--- config.mk ---
export PLATFORM = sky130hd
export DESIGN_NAME = outer_product_streamer
export DESIGN_NICKNAME = d
export VERILOG_FILES = /design/src/rtl/outer_product_streamer.sv
export SDC_FILE = /design/constraint.sdc
export NUM_CORES = 1
export LEC_CHECK = 0
export BUFFER_PORTS_ARGS = -buffer_cell sky130_fd_sc_hd__buf_2
export CAP_MARGIN = 20
export CORE_MARGIN = 4
export CORE_UTILIZATION = 32
export DETAILED_ROUTE_END_ITERATION = 8
export SYNTH_ARGS = -nofsm -noshare
export SYNTH_HDL_FRONTEND = slang
export SYNTH_SLANG_ARGS = --single-unit
--- constraint.sdc ---
create_clock -name clk -period 5 [get_ports clk]
set_clock_uncertainty 0.1 [all_clocks]
set_input_delay 0.5 -clock clk [delete_from_list [all_inputs] [get_ports clk]]
set_output_delay 0.5 -clock clk [all_outputs]
set_load 0.02 [all_outputs]
--- src/rtl/outer_product_streamer.sv ---
// rtl/outer_product_streamer.sv - serial load of two vectors, row-major stream of all pairwise products
module outer_product_streamer #(
    parameter int VEC_LEN = 16,
    parameter int IN_W    = 4,
    parameter int OUT_W   = 8
) (
    input  logic             clk,
    input  logic             rst_n,
    input  logic             in_valid,
    input  logic [IN_W-1:0]  in_matrix_A,
    input  logic [IN_W-1:0]  in_matrix_B,
    input  logic             out_ready,
    output logic             out_valid,
    output logic [OUT_W-1:0] out_matrix
);

    localparam int CW = (VEC_LEN > 1) ? $clog2(VEC_LEN) : 1;
    localparam logic [CW-1:0] LAST = CW'(VEC_LEN - 1);

    typedef enum logic [1:0] {
        S_IDLE,
        S_LOAD,
        S_OUT
    } state_t;

    state_t          state;
    state_t          state_next;

    logic [IN_W-1:0] a_mem [VEC_LEN];
    logic [IN_W-1:0] b_mem [VEC_LEN];

    logic [CW-1:0]   count;
    logic [CW-1:0]   i;
    logic [CW-1:0]   j;
    logic [CW-1:0]   i_nxt;
    logic [CW-1:0]   j_nxt;

    logic            load_fire;
    logic            load_last;
    logic            start;
    logic            xfer;
    logic            xfer_last;

    function automatic logic [OUT_W-1:0] mul(input logic [IN_W-1:0] x, input logic [IN_W-1:0] y);
        return OUT_W'(x) * OUT_W'(y);
    endfunction

    always_ff @(posedge clk) begin
        if (!rst_n) begin
            state <= S_IDLE;
        end else begin
            state <= state_next;
        end
    end

    // in_valid is only honoured outside S_OUT, so stray pulses during a stream are dropped.
    always_comb begin
        state_next = state;
        load_fire  = 1'b0;
        load_last  = 1'b0;
        start      = 1'b0;
        xfer       = 1'b0;
        xfer_last  = 1'b0;
        case (state)
            S_IDLE, S_LOAD: begin
                if (in_valid) begin
                    load_fire = 1'b1;
                    if (count == LAST) begin
                        load_last  = 1'b1;
                        state_next = S_OUT;
                    end else begin
                        state_next = S_LOAD;
                    end
                end
            end
            S_OUT: begin
                if (!out_valid) begin
                    start = 1'b1;
                end else if (out_ready) begin
                    xfer = 1'b1;
                    if (i == LAST && j == LAST) begin
                        xfer_last  = 1'b1;
                        state_next = S_IDLE;
                    end
                end
            end
            default: state_next = S_IDLE;
        endcase
    end

    always_comb begin
        if (j == LAST) begin
            j_nxt = '0;
            i_nxt = i + 1'b1;
        end else begin
            j_nxt = j + 1'b1;
            i_nxt = i;
        end
    end

    // Vector storage has no reset: a reset only aborts, the next load overwrites every entry.
    always_ff @(posedge clk) begin
        if (rst_n && load_fire) begin
            a_mem[count] <= in_matrix_A;
            b_mem[count] <= in_matrix_B;
        end
    end

    always_ff @(posedge clk) begin
        if (!rst_n) begin
            count      <= '0;
            i          <= '0;
            j          <= '0;
            out_valid  <= 1'b0;
            out_matrix <= '0;
        end else begin
            if (load_fire) begin
                count <= load_last ? '0 : count + 1'b1;
            end
            if (load_last) begin
                i <= '0;
                j <= '0;
            end
            if (start) begin
                out_valid  <= 1'b1;
                out_matrix <= mul(a_mem[0], b_mem[0]);
            end else if (xfer) begin
                if (xfer_last) begin
                    out_valid  <= 1'b0;
                    out_matrix <= '0;
                    i          <= '0;
                    j          <= '0;
                end else begin
                    i          <= i_nxt;
                    j          <= j_nxt;
                    out_matrix <= mul(a_mem[i_nxt], b_mem[j_nxt]);
                end
            end
        end
    end

endmodule

==> impl_metrics.csv <==
group,metric,value,unit
cells_and_area,antenna_cells,0,
synthesis,synth_cell_type_count,59,
drt,wl,17300,microns
synthesis,syn_nets,556,
synthesis,synthArstFlopShare,0,%
clock_tree,cts.root.buffer_cell,"clkbuf_16",
cells_and_area,syn2layout_area_growth,16.5,%
cells_and_area,utilization,37.8,%
drt,drtAntennaViolNets,0,
worst_setup_path,crit_path_max_incr_delay,0.51,ns
synthesis,synth_edf_count,128,
synthesis,yosysTopAreaCellShare,52.3,%
floorplanning,initial_core_util,32.5,%
sta,hold-worst-slack,0.233,ns
worst_setup_path,rr_startpoint,"j[2]$_SDFF_PN0_",
synthesis,avgSynthCellArea,14.5,sq um
drt,route.detailed.drc,0,
clock_tree,cts-htree-levels,4,
worst_setup_path,crit_type,"flop to flop",
global_route,grt_max_degree,19,
power_and_ir_drop,p_total,2.76,mW
global_route,grt_antenna_before_repair,0,
clock_tree,cts_tree,"built",
synthesis,ys_seq_area_share,58.6,%
sta,period_share,95.5,%
worst_setup_path,arrival,4.99,ns
drt,routed-via-count,4463,
worst_setup_path,cpMaxStageDelayCell,"dfxtp_1",
status,status,"complete, no violations",
job,drv_cap,0,
floorplanning,io_pins,21,
sta,rsz0062_at_grt,"false",
synthesis,yosys-top-cells-area,"edfxtp_1 (52%), mux4_2 (9.2%), dfxtp_1 (6.3%), ha_1 (5.1%), fa_1 (2.2%)",
drt,wl_per_cell,20.3,microns
worst_setup_path,cpMostUsedCell,"inv_1",
clock_tree,clock_sinks,151,
floorplanning,core-area,0.0226,sq mm
worst_setup_path,critPathTopFamily,"adder cells",
sta,relSlewSlack,27.2,%
sta,max_freq,0.209,GHz
drt,viasPerCell,5.25,
drt,drtIter0Drc,337,
synthesis,synth_ff_type,"edfxtp_1",
worst_setup_path,crit_path_start,"j[2]$_SDFF_PN0_",
power_and_ir_drop,powerDensity,322,mW/mm^2
power_and_ir_drop,ir_drop,0.183,mV
clock_tree,clkLatencyLatePin,0.42,ns
floorplanning,die_w,160,microns
sta,setup_viol,0,
placement,numPortBuffers,20,
min_path,hp-class,"input port to flop",
drt,drtPass1Iterations,7,
sta,maxSlewViolCount,0,
floorplanning,dieArea,0.0255,sq mm
global_route,first_global_vias,4487,
clock_tree,cts_buffers,17,
placement,dpl.hpwl,12100,microns
worst_setup_path,critPathMaxFanout,7,
power_and_ir_drop,p_leak,3.06,nW
sta,tightest_slew,1.09,ns
worst_setup_path,cp-end-kind,"flop",
floorplanning,die_y,160,microns
synthesis,ys_ff_latch,151,
worst_setup_path,critPathRequiredTime,5.21,ns
cells_and_area,stdcell_count,850,
worst_setup_path,start_kind,"flop",
cells_and_area,drive_gt1_share,25.5,%
synthesis,netlist_instances,506,
synthesis,yosys_warnings,0,
clock_tree,ctsLongestPathBuffers,2,
cells_and_area,nNetsFinal,602,
min_path,min-delay-start,"in_valid",
worst_setup_path,path_cells,"and3_4, mux2_4, mux2_2, o22ai_1, o41ai_4, nand2_1, fa_1, inv_1, fa_1, inv_1, fa_2, inv_1, a21o_1, a21oi_1, xor2_1, or3_1, a221oi_2",
global_route,grt_remaining_overflow,0,
global_route,grt_pass1_wl,26500,microns
sta,hold_viol,0,
worst_setup_path,critPathBufInv,3,
sta,period_needed,4.77,ns
placement,gp_congestion,0.885,
synthesis,synth_largest_area_cell,"edfxtp_1",
floorplanning,fp-row-count,55,
placement,dp_cells,815,
global_route,grt_usage,13.6,%
synthesis,netlist_area,0.00735,sq mm
clock_tree,cts.clk_slew.worst_paths,0.06,ns
==> kinds of logic after synthesis <==
| group | after synthesis | synth area share (%) |
|---|---|---|
| compound gates | 79 | 7.68 |
| xor+xnor | 13 | 1.65 |
| fa+ha+maj | 38 | 7.29 |
| buf+inv | 38 | 3.42 |
| flops | 151 | 58.6 |
| mux | 49 | 12.0 |
| simple gates | 138 | 9.41 |
==> synth_stat cells (4+ instances only) <==
master / number
a21o_1: 4
a21oi_1: 21
a221oi_1: 5
a22oi_1: 10
a31oi_1: 4
and2_1: 23
clkbuf_1: 8
dfxtp_1: 23
edfxtp_1: 128
fa_1: 8
ha_1: 30
inv_1: 16
mux2_2: 5
mux2i_1: 12
mux4_2: 30
nand2_1: 23
nand2b_1: 5
nand3_1: 16
nor2_1: 42
nor2b_1: 5
nor3_1: 9
o21ai_0: 13
xor2_1: 9
==> per-layer routing <==
metal / up-vias / track usage (%) / wire (microns)
met5: - / 0 / 0
met4: 0 / 4.10 / 267
met3: 21 / 3.47 / 846
met2: 130 / 21.9 / 8380
met1: 2276 / 18.2 / 7770
li1: 2036 / - / -
==> power breakdown <==
part           internal, mW  switching [mW]
sequential             1.37         0.00829
combinational        0.0414          0.0680
clock                 0.742           0.529
==> flip-flops by register name, summed over array words and instances, names as in the netlist <==
name / flops
a_mem: 64
b_mem: 64
out_matrix: 8
count: 4
i: 4
j: 4
state: 2
out_valid: 1
==> layout make-up <==
| cell class | instances | area, sq um |
|---|---|---|
| well taps | 285 | 357 |
| fillers | 2086 | 14100 |
| inverters | 17 | 63.8 |
| repair buffers | 48 | 363 |
| clock inverters | 13 | 145 |
| clock buffers | 19 | 433 |
| multi-input cells | 317 | 2890 |
| flip-flops and latches | 151 | 4310 |
==> placed cells by master, fill, tap and decap left out, drive strengths merged, types with 7 or more instances in the layout <==
cell type / count
nand3: 17
and2: 23
a22oi: 10
nor2: 43
nor3: 9
inv: 20
dfxtp: 23
edfxtp: 128
clkbuf: 19
o21ai: 13
ha: 30
mux2: 7
a21oi: 21
buf: 48
xor2: 9
nand2: 23
clkinv: 7
fa: 8
mux2i: 12
mux4: 30
==> through the flow <==
stage | TNS, ns | area [sq um] | setup slack (ns)
detailed placement | -0.203 | 7870 | -0.169
global route | 0 | 8570 | 0.0134
CTS | 0 | 8480 | 0.00273
finish | 0 | 8570 | 0.226
global placement | 0 | 7840 | 0.0148
floorplan | 0 | 7350 | 0.117
==> path summary, 6_finish.rpt <==
path | to | slack, ns | cells past startpoint
setup reg to reg | out_matrix[6]$_SDFFE_PN0P_ | 0.23 | 17
hold / removal | state[0]$_SDFFE_PN0P_ | 0.23 | 2
hold reg to reg | out_matrix[4]$_SDFFE_PN0P_ | 0.40 | 1
setup / recovery | out_matrix[6]$_SDFFE_PN0P_ | 0.23 | 17
==> repair_timing <==
action / CTS / global route
pin swaps: 1 / 5
endpoints found under the setup margin: 2 / 2
gates resized for setup: 4 / 14
setup buffers: 0 / 2
hold buffers: 0 / 0
Note: power is estimated with default switching activity, not from simulation.
